===== config.mk =====
export PLATFORM = sky130hd
export DESIGN_NAME = key_debounce_multi
export DESIGN_NICKNAME = d
export VERILOG_FILES = /design/src/rtl/key_pkg.sv /design/src/rtl/key_debounce_ch.sv /design/src/rtl/key_debounce_multi.sv
export SDC_FILE = /design/constraint.sdc
export NUM_CORES = 1
export LEC_CHECK = 0
export ABC_AREA = 1
export CAP_MARGIN = 15
export CORE_UTILIZATION = 60
export DETAILED_ROUTE_END_ITERATION = 7
export GPL_ROUTABILITY_DRIVEN = 0
export PLACE_DENSITY_LB_ADDON = 0.05
export SLEW_MARGIN = 20
export SYNTH_ARGS = -nofsm -noshare
export SYNTH_HDL_FRONTEND = slang
export SYNTH_SLANG_ARGS = --single-unit

===== constraint.sdc =====
create_clock -name clk -period 1.6 [get_ports clk]
set_input_delay 0.24 -clock clk [delete_from_list [all_inputs] [get_ports clk]]
set_output_delay 0.24 -clock clk [all_outputs]
set_load 0.01 [all_outputs]

===== src/rtl/key_pkg.sv =====
// ============================================================================
// Module      : key_pkg
// Description : Shared timing constants and helpers for the key debouncers.
//               Optional feature macro: KEY_DEBOUNCE_REPEAT_EN.
// Revision    : 1.0 - initial release
// ============================================================================
`default_nettype none

package key_pkg;

    // 25 MHz system clock
    localparam int CNT_MAX_80MS     = 2000000;
    localparam int LONG_CNT_1S      = 25000000;
    localparam int REPEAT_CNT_200MS = 5000000;

    // Bits needed to index 0..value-1, never less than one bit.
    function automatic int clog2(input int unsigned value);
        int unsigned v;
        int          w;
        v = (value > 1) ? value - 1 : 1;
        w = 0;
        while (v != 0) begin
            v = v >> 1;
            w++;
        end
        return w;
    endfunction

    // Pin level of a released key.
    function automatic logic key_idle(input int active_low);
        return (active_low != 0) ? 1'b1 : 1'b0;
    endfunction

endpackage : key_pkg

`default_nettype wire


===== src/rtl/key_debounce_ch.sv =====
// ============================================================================
// Module      : key_debounce_ch
// Description : One key channel: 2-flop synchroniser, stability counter,
//               press/release/long-press strobes. KEY_DEBOUNCE_REPEAT_EN
//               adds auto-repeat.
// Revision    : 1.0 - initial release
// ============================================================================
`default_nettype none

module key_debounce_ch
    import key_pkg::*;
#(
    parameter int CNT_MAX    = CNT_MAX_80MS,
    parameter int LONG_CNT   = LONG_CNT_1S,
`ifdef KEY_DEBOUNCE_REPEAT_EN
    parameter int REPEAT_CNT = REPEAT_CNT_200MS,
`endif
    parameter int ACTIVE_LOW = 1
) (
    input  logic clk,
    input  logic rst,
    input  logic key_in,
    output logic key_out,
    output logic key_press,
    output logic key_release,
`ifdef KEY_DEBOUNCE_REPEAT_EN
    output logic key_repeat,
`endif
    output logic key_long
);

    localparam logic c_idle   = key_idle(ACTIVE_LOW);
    localparam int   c_stab_w = clog2(CNT_MAX + 1);
    localparam int   c_hold_w = clog2(LONG_CNT + 1);

    localparam logic [c_stab_w-1:0] c_stab_max = c_stab_w'(CNT_MAX);
    localparam logic [c_hold_w-1:0] c_hold_max = c_hold_w'(LONG_CNT);
    localparam logic [c_hold_w-1:0] c_hold_pre = c_hold_w'(LONG_CNT - 1);

    logic                r_sync0;
    logic                r_sync1;
    logic [c_stab_w-1:0] r_stab_cnt;
    logic [c_hold_w-1:0] r_hold_cnt;
    logic                r_key_out;
    logic                r_press;
    logic                r_release;
    logic                r_long;

    logic w_mismatch;
    logic w_accept;
    logic w_pressed;
    logic w_press;
    logic w_release;
    logic w_holding;

    assign w_mismatch = (r_sync1 != r_key_out);
    assign w_accept   = w_mismatch && (r_stab_cnt == c_stab_max);
    assign w_pressed  = (r_key_out != c_idle);
    assign w_press    = w_accept && !w_pressed;
    assign w_release  = w_accept && w_pressed;
    // Hold time runs only while pressed and not being released this edge.
    assign w_holding  = w_pressed && !w_release;

    always_ff @(posedge clk) begin
        if (rst) begin
            r_sync0    <= c_idle;
            r_sync1    <= c_idle;
            r_stab_cnt <= '0;
            r_hold_cnt <= '0;
            r_key_out  <= c_idle;
            r_press    <= 1'b0;
            r_release  <= 1'b0;
            r_long     <= 1'b0;
        end else begin
            r_sync0 <= key_in;
            r_sync1 <= r_sync0;

            if (!w_mismatch) begin
                r_stab_cnt <= '0;
            end else if (w_accept) begin
                r_key_out  <= r_sync1;
                r_stab_cnt <= '0;
            end else begin
                r_stab_cnt <= r_stab_cnt + 1'b1;
            end

            r_press   <= w_press;
            r_release <= w_release;

            if (!w_holding) begin
                r_hold_cnt <= '0;
            end else if (r_hold_cnt != c_hold_max) begin
                r_hold_cnt <= r_hold_cnt + 1'b1;
            end

            r_long <= w_holding && (r_hold_cnt == c_hold_pre);
        end
    end

`ifdef KEY_DEBOUNCE_REPEAT_EN
    localparam int                 c_rep_w    = clog2(REPEAT_CNT);
    localparam logic [c_rep_w-1:0] c_rep_last = c_rep_w'(REPEAT_CNT - 1);

    logic [c_rep_w-1:0] r_rep_cnt;
    logic               r_repeat;
    logic               w_rep_run;

    // Repeat phase starts the cycle after key_long, i.e. once hold saturates.
    assign w_rep_run = w_holding && (r_hold_cnt == c_hold_max);

    always_ff @(posedge clk) begin
        if (rst) begin
            r_rep_cnt <= '0;
            r_repeat  <= 1'b0;
        end else begin
            if (!w_rep_run || (r_rep_cnt == c_rep_last)) begin
                r_rep_cnt <= '0;
            end else begin
                r_rep_cnt <= r_rep_cnt + 1'b1;
            end
            r_repeat <= w_rep_run && (r_rep_cnt == c_rep_last);
        end
    end

    assign key_repeat = r_repeat;
`endif

    assign key_out     = r_key_out;
    assign key_press   = r_press;
    assign key_release = r_release;
    assign key_long    = r_long;

endmodule : key_debounce_ch

`default_nettype wire


===== src/rtl/key_debounce_multi.sv =====
// ============================================================================
// Module      : key_debounce_multi
// Description : N-channel push-button debouncer with press/release/long-press
//               strobes. KEY_DEBOUNCE_REPEAT_EN adds key_repeat.
// Revision    : 1.0 - initial release
// ============================================================================
`default_nettype none

module key_debounce_multi
    import key_pkg::*;
#(
    parameter int N_KEYS     = 4,
    parameter int CNT_MAX    = CNT_MAX_80MS,
    parameter int LONG_CNT   = LONG_CNT_1S,
`ifdef KEY_DEBOUNCE_REPEAT_EN
    parameter int REPEAT_CNT = REPEAT_CNT_200MS,
`endif
    parameter int ACTIVE_LOW = 1
) (
    input  logic              clk,
    input  logic              rst,
    input  logic [N_KEYS-1:0] key_in,
    output logic [N_KEYS-1:0] key_out,
    output logic [N_KEYS-1:0] key_press,
    output logic [N_KEYS-1:0] key_release,
`ifdef KEY_DEBOUNCE_REPEAT_EN
    output logic [N_KEYS-1:0] key_repeat,
`endif
    output logic [N_KEYS-1:0] key_long
);

    for (genvar g = 0; g < N_KEYS; g++) begin : g_ch
        key_debounce_ch #(
            .CNT_MAX    (CNT_MAX),
            .LONG_CNT   (LONG_CNT),
`ifdef KEY_DEBOUNCE_REPEAT_EN
            .REPEAT_CNT (REPEAT_CNT),
`endif
            .ACTIVE_LOW (ACTIVE_LOW)
        ) u_ch (
            .clk         (clk),
            .rst         (rst),
            .key_in      (key_in[g]),
            .key_out     (key_out[g]),
            .key_press   (key_press[g]),
            .key_release (key_release[g]),
`ifdef KEY_DEBOUNCE_REPEAT_EN
            .key_repeat  (key_repeat[g]),
`endif
            .key_long    (key_long[g])
        );
    end : g_ch

endmodule : key_debounce_multi

`default_nettype wire


==> results of run 1 <==
## per-stage QoR
stage               cell area [um2]  TNS [ns]
global placement              12300         0
global route                  13300   -0.0688
CTS                           13100         0
detailed placement            12300  -0.00804
floorplan                     11700         0
finish                        13300         0
## registers in the layout, summed over array words and instances (netlist names)
register	flops
g_ch.u_ch.key_press	4
g_ch.u_ch.key_release	4
g_ch.u_ch.r_stab_cnt	84
g_ch.u_ch.r_sync0	4
g_ch.u_ch.r_sync1	4
g_ch.u_ch.key_long	4
g_ch.u_ch.r_hold_cnt	100
g_ch.u_ch.key_out	4
## worst min path at each step
stage | startpoint | to | slack [ns] | cells after the start
6_report | key_in[3] | g_ch[3].u_ch.r_sync0 | 0.28 | 2
5_1_grt | key_in[3] | g_ch[3].u_ch.r_sync0 | 0.27 | 2
4_1_cts | key_in[3] | g_ch[3].u_ch.r_sync0 | 0.27 | 2
3_5_place_dp | g_ch[3].u_ch.r_sync0 | g_ch[3].u_ch.r_sync1 | 0.39 | 1
3_3_place_gp | g_ch[3].u_ch.r_sync0 | g_ch[3].u_ch.r_sync1 | 0.39 | 1
2_1_floorplan | key_in[0] | g_ch[0].u_ch.r_sync0 | 0.34 | 1
## report_power, final
group | leakage [nW] | internal, mW | total [mW] | switching (mW)
logic | 2.26 | 0.0420 | 0.0887 | 0.0466
registers | 1.68 | 5.19 | 5.20 | 0.00752
clock network | 0.401 | 3.51 | 5.60 | 2.09
## metal layers
| metal | GRT usage | vias up | share of wire |
|---|---|---|---|
| li1 | - | 5754 | - |
| met2 | 0.449 | 194 | 0.47 |
| met1 | 0.336 | 4901 | 0.47 |
| met4 | 0.0656 | 0 | 0.019 |
| met3 | 0.0344 | 35 | 0.042 |
| met5 | 0 | - | 0 |
## logic make-up (layout without fill, tap and decap cells)
logic type                 after synthesis  in the layout  synth area share
adders and majority gates               16             16            0.0171
AOI/OAI and AO/OA                      123            123            0.0552
xor gates and xnor gates                62             62            0.0465
buffers and inverters                  205            278            0.0771
DFF                                    208            208             0.357
and+or+nand+nor                       1192           1192             0.448
## layout make-up
class	instances	share of cell area
Multi-Input combinational cell	1393	0.502
Timing Repair Buffer	69	0.0505
Sequential cell	208	0.314
Tap cell	260	0.0245
Clock inverter	8	0.00913
Clock buffer	34	0.0526
Inverter	167	0.0472
## critical path: cells and delay by family (launching register included)
family / cells / cell delay (ns)
AOI/OAI and AO/OA: 1 / 0.04
adders and majority gates: 1 / 0.13
buffers and inverters: 2 / 0.25
DFF: 1 / 0.34
and+or+nand+nor: 6 / 0.64
## what timing repair did
action / in CTS / in global routing
gates cloned: 0 / 3
resized for setup: 15 / 27
setup buffers: 0 / 2
pin swaps: 0 / 4
setup endpoints to repair: 14 / 56
## cells in the final DEF (no fill, tap or decap), types with 9 or more instances in the layout
cell and n:
inv_1 161, buf_4 39, xnor2_1 25, nor2_2 22
o21bai_1 9, a21oi_1 93, nand2_1 511, nor2_1 394
nand3b_1 30, nand4_1 26, nor2_4 17, xor2_1 37
nand3_2 11, o21ai_0 10, ha_1 15, nor3_1 19
or2_2 13, dfxtp_1 200, nand2_2 13, dlygate4sd2_1 14
nand3_1 103, clkbuf_16 27
==> metrics list, run 1 <==
* Ys flop type: dfxtp_1
* Hold Vio Cnt, Final: 0
- Number of violations of the max-capacitance limit: 0
* Number of buffers created by CTS: 24
* Critical path endpoint: g_ch[1].u_ch.r_hold_cnt[21]
- The synthesized netlist occupies a cell area of 0.0117 mm2.
- In this run the number of H-tree levels came out at 1.
- Total wire length after detailed routing: 25.6 mm
- Total Routing Usage GR: 0.258
* Biggest cell delay along the critical path: 0.34 ns
* Slew of the pin with the lowest slew margin: 0.304 ns
- The worst path meets setup with 0.0715 ns of slack.
- Synthesized Nets: 1828
- Clock slew at the register clock pins of the worst setup and hold paths: 0.06 ns
- Boundary Pins: 22
- At the placement stage, the worst setup path has a slack of -0.00804 ns.
- The largest total area in the synthesized netlist belongs to dfxtp_1.
* Most numerous cell in the Yosys netlist: nand2_1
- Distinct cell type count after synthesis: 38
- Number of placement rows: 50
- Remaining global-route overflow: 0
- In this run, the number of DRC markers left after iteration 0 of detailed routing was 613.
- Share of the synthesized area in the top cell type: 0.357
- Registers take 0.00417 mm2.
- Port buffering added 21 buffers.
- Ratio of total power to cell area: 820 mW/mm2
* Synth top area cells: dfxtp_1, nand2_1, nor2_1, inv_1, nand3_1
* Floorplan core area: 0.0189 mm2
- Yosys mapped a number of flops with a built-in enable equal to 0.
* Maximum clock rate: 654 MHz
- After the last flow step, the layout net total stands at 1885.
- Via-to-Cell Ratio: 5.09
* Fraction of registers with async set or reset after synthesis: 0
* Warning count from the yosys run: 0
- Arrival time of data at the critical path endpoint: 1.93 ns
* Crit-path max FO: 7
- The cell count after synthesis came out at 1806.
* Antenna diode count: 0
- Dividing the final minimum period by the clock period gives 0.955.
- Share of final-layout standard cells stronger than drive strength 1: 0.101
- Worst-case clock skew: 0.0163 ns
- Static leakage: 4.34 nW
- The area growth from synthesis to layout is 13.8%.
- Nature of the critical path endpoint: flip-flop
* Placed wire-length estimate: 18.6 mm
- Across all hold checks on the routed design, the worst slack comes to 0.282 ns.
- In this run, post-CTS hold repair placed 0 buffers.
* Total vias in the final route: 10900
- Worst setup slack for register-to-register paths: 0.07 ns
- TritonRoute pass-1 iters: 7
- Number of max-slew violations in the final report: 0
- Endpoint required time on the critical path: 2.00 ns
- Total of flip-flops plus latches after synthesis: 208
- Number of routed nets with antenna violations: 0
- Cell at the root of the clock tree: clkbuf_16
- In the routed design, unresolved DRC markers number 0.
- The die covers 0.0200 mm2.
* Clock latency of the later-clocked register in the worst-skew pair: 0.52 ns
- Walking the worst path, the cells encountered are inv_2 -> ha_4 -> nand2_2 -> nor2_2 -> nand2_1 -> nor2_2 -> nand2_2 -> nand2_4 -> clkbuf_16 -> a21oi_1.
- The first global-routing pass estimated 43.6 mm of wire.
* Number of global-route vias before repair: 9925
- The worst setup path is of the reg -> reg kind.
- Util after Layout: 0.704
* CP Launch Point: g_ch[1].u_ch.r_stab_cnt[1]
- Filler cell count in the final layout: 1658
- Number of cells on the worst reg-to-reg path: 10
- Clk sinks: 208
* Peak supply drop: 0.900 mV
- HP Class: in -> reg
- The completed layout was analyzed and its total power is 10.9 mW.
- Counting tap cells, the placed design contains a total of 2092 instances.
- Final setup violating endpoints: 0
* Slew Limit Headroom: 0.796
* CTS Buffer Depth: 3
- Maximum number of pins on one net before global-route repair: 27
- After detailed routing, the average wire length per cell comes to 12.0 um.
- Category of the worst setup path launch point: flip-flop
- Summing all multi-input logic gate instances after layout gives 0.00667 mm2.
- Antenna violations before repair: 0
- From bottom edge to top edge, the die measures 142 um.
* Clock tree from TritonCTS: done
- Once layout is complete, the cells apart from fillers number 2139.
- The endpoint identified for the worst register-to-register timing path is g_ch[1].u_ch.r_hold_cnt[21].
- A synthesized cell averages 6.47 um2.
- Result of the run: complete, no violations
* Top cells by count, synth: nand2_1, nor2_1, dfxtp_1, inv_1, nand3_1
- X dimension of the die: 142 um
- For this configuration, the core starts out at a cell density of 0.618.
- Launching point of the worst reg2reg path: g_ch[1].u_ch.r_stab_cnt[1]
- The clock period could shrink to 1.53 ns.
- The slowest stage of the critical path is the dfxtp_2 cell.
- Register area share after synthesis: 0.357
No activity file was read; power rests on OpenSTA's default activity.
==> run 2, diff against run 1 <==
--- a/config.mk
+++ b/config.mk
@@ -11,7 +11,7 @@
 export DETAILED_ROUTE_END_ITERATION = 7
 export GPL_ROUTABILITY_DRIVEN = 0
 export PLACE_DENSITY_LB_ADDON = 0.05
-export SLEW_MARGIN = 20
+export SLEW_MARGIN = 40
 export SYNTH_ARGS = -nofsm -noshare
 export SYNTH_HDL_FRONTEND = slang
 export SYNTH_SLANG_ARGS = --single-unit
==> results of run 2 <==
No change in the layout: final DEF, timing and power equal those of run 1.
==> run 3, diff against run 2 <==
--- a/config.mk
+++ b/config.mk
@@ -9,6 +9,7 @@
 export CAP_MARGIN = 15
 export CORE_UTILIZATION = 60
 export DETAILED_ROUTE_END_ITERATION = 7
+export DONT_BUFFER_PORTS = 1
 export GPL_ROUTABILITY_DRIVEN = 0
 export PLACE_DENSITY_LB_ADDON = 0.05
 export SLEW_MARGIN = 40
==> metrics list, run 3 (synthesized netlist as in run 1, its figures left out) <==
* Worst setup slack for register-to-register paths: 0.1 ns
* Clock latency of the later-clocked register in the worst-skew pair: 0.51 ns
- Once detail routing completed, the nets flagged for antenna violations numbered 0.
- Category of the worst setup path launch point: flip-flop
* Largest registers: g_ch.u_ch.r_hold_cnt (100), g_ch.u_ch.r_stab_cnt (84)
- The max-slew violation total from the final report was 0.
* Worst path cell trace: inv_2 -> ha_1 -> nand2_1 -> nor2_1 -> nand2_1 -> nor2_2 -> nand2_2 -> nand2_4 -> clkbuf_16 -> a21oi_1
* Layout overhead on the synthesized area: 10.9%
- In this run the power density over the cells is 825 mW/mm2.
- The number of antenna violations at the first check in global routing was 0.
* Final worst-path cycle share: 0.939
* Number of nets in the final layout: 1857
- The hold violation count in the final report was 0.
* Share of final-layout standard cells stronger than drive strength 1: 0.0903
- Die area: 0.0200 mm2
- Setup repair after global routing could not meet its margin everywhere.
- In the layout the commonest cells are nand2_1, nor2_1, dfxtp_1.
- Total vias in the final route: 10800
* Crit-path slowest cell: dfxtp_1
* Clock tree from TritonCTS: done
* TritonRoute pass-1 iters: 5
* Crit-path max FO: 13
- For the worst setup path, the data required time is 1.99 ns.
* Routed WL per cell: 12.1 um
- Most common library cell in the layout ignoring fill and taps: nand2_1
- Number of flip-flops in the largest register: 100
* Static leakage: 4.10 nW
- Final setup violating endpoints: 0
* Floorplan core area: 0.0189 mm2
- Worst-case clock skew: 0.00935 ns
- Total wire length after detailed routing: 25.5 mm
- Boundary Pins: 22
* Pre-CTS worst setup slack: 0.0557 ns
* Maximum clock rate: 666 MHz
* Number of violations of the max-capacitance limit: 0
* Number of levels the H-tree was split into: 1
* Setup TNS: 0 ns
- CTS Buffer Depth: 3
* Clock slew at the register clock pins of the worst setup and hold paths: 0.06 ns
- Number of buffers created by CTS: 23
- Total Routing Usage GR: 0.258
- The flow ran to the end, and the final reports show no timing, DRC or antenna violations.
- Antenna diode count: 0
- Cell at the root of the clock tree: clkbuf_16
- The number of global-route vias before repair was 9991.
- The first routing iteration left 572 violations.
- Entering global routing, the biggest net connects 27 pins.
* Kind of critical path: reg -> reg
- Number of placement rows: 50
- The worst path needs 1.50 ns of the cycle, external delays included.
* Placed wire-length estimate: 18.6 mm
* Arrival time of data at the critical path endpoint: 1.90 ns
- STA classifies the critical path endpoint as a flip-flop.
- The worst pin sits at a relative slew slack of 0.593.
* Starting density of the core: 0.618
* X dimension of the die: 142 um
- Summed over all layers, the global routing overflow is 0.
- Clk sinks: 208
- The worst hold path belongs to the class in -> reg.
- The worst-case IR drop observed on VDD is 0.762 mV.
- The count of buffers added on input and output ports is 0.
* Biggest cell delay along the critical path: 0.33 ns
* Residual DRC count: 0
- Slew of the pin with the lowest slew margin: 0.609 ns
* Smallest setup slack after layout: 0.0976 ns
* Wire length of the first global-routing pass: 43.9 mm
* Via-to-Cell Ratio: 5.13
- Most flop-heavy register: g_ch.u_ch.r_hold_cnt
- The cell that appears most often on the critical path is nand2_1.
* Height of the die: 142 um
==> run 3: cell count changes in the layout (fill, tap and decap cells not counted), moves of 3 or more <==
cell,before,now
clkbuf_16,27,24
clkbuf_1,5,2
dlygate4sd3_1,0,5
dlygate4sd2_1,14,0
clkdlybuf4s50_1,5,0
buf_4,39,31
nor2_1,394,397
nor2_2,22,18
dfxtp_1,200,204
dfxtp_2,8,4
clkinv_2,3,6
==> run 3: worst paths after layout <==
kind                                    from                          end  cells after the start
setup / recovery  g_ch[1].u_ch.r_stab_cnt[0]  g_ch[1].u_ch.r_hold_cnt[17]                     10
hold / removal                           rst         g_ch[2].u_ch.key_out                      2
setup reg to reg  g_ch[1].u_ch.r_stab_cnt[0]  g_ch[1].u_ch.r_hold_cnt[17]                     10
hold reg to reg         g_ch[0].u_ch.r_sync0         g_ch[0].u_ch.r_sync1                      1
==> run 3: layer usage <==
layer / GRT usage / vias to the layer above / wire length (um)
met4: 0.0673 / 0 / 513
met3: 0.0314 / 38 / 920
met2: 0.452 / 189 / 11900
met5: 0 / - / 0
met1: 0.336 / 4884 / 12200
li1: - / 5699 / -
==> run 3: repair_timing <==
item | 4_1_cts | 5_1_grt
buffers inserted | 0 | 1
hold buffers | 5 | 0
endpoints found under the setup margin | 0 | 63
resized for setup | 0 | 14
endpoints found under the hold margin | 15 | 0
==> run 3: worst max-delay path, delay by kind of cell (launching register included) <==
kind / cells / cell delay, ns
simple gates: 6 / 0.57
flops: 1 / 0.33
buf+inv: 2 / 0.26
fa+ha+maj: 1 / 0.17
compound gates: 1 / 0.05
==> run 3: cell type report <==
type                    instances  area [um2]
fillers                      1688        5940
well taps                     260         325
multi-input cells            1393        6650
repair buffers                 42         408
clock inverters                 9         120
clock buffers                  30         652
inverters                     167         627
flip-flops and latches        208        4170
==> run 3: through the flow <==
stage	util	cell area (um2)	power (mW)	hold WS, ns	instances
after detailed placement	0.638	12100	5.37	0.319	2063
after global routing	0.685	12900	11.0	0.103	2109
after floorplan	-	11700	5.36	0.344	1806
after global placement	0.638	12100	5.37	0.320	2063
after CTS	0.682	12900	10.8	0.0743	2107
final	0.685	12900	10.7	0.104	2109
==> run 3: power by group <==
part | switching [mW] | total (mW) | internal [mW] | leakage, nW
Sequential | 0.00868 | 5.20 | 5.19 | 1.68
Clock | 2.09 | 5.42 | 3.33 | 0.388
Combinational | 0.0444 | 0.0741 | 0.0298 | 2.04
Total | 2.14 | 10.7 | 8.55 | 4.10
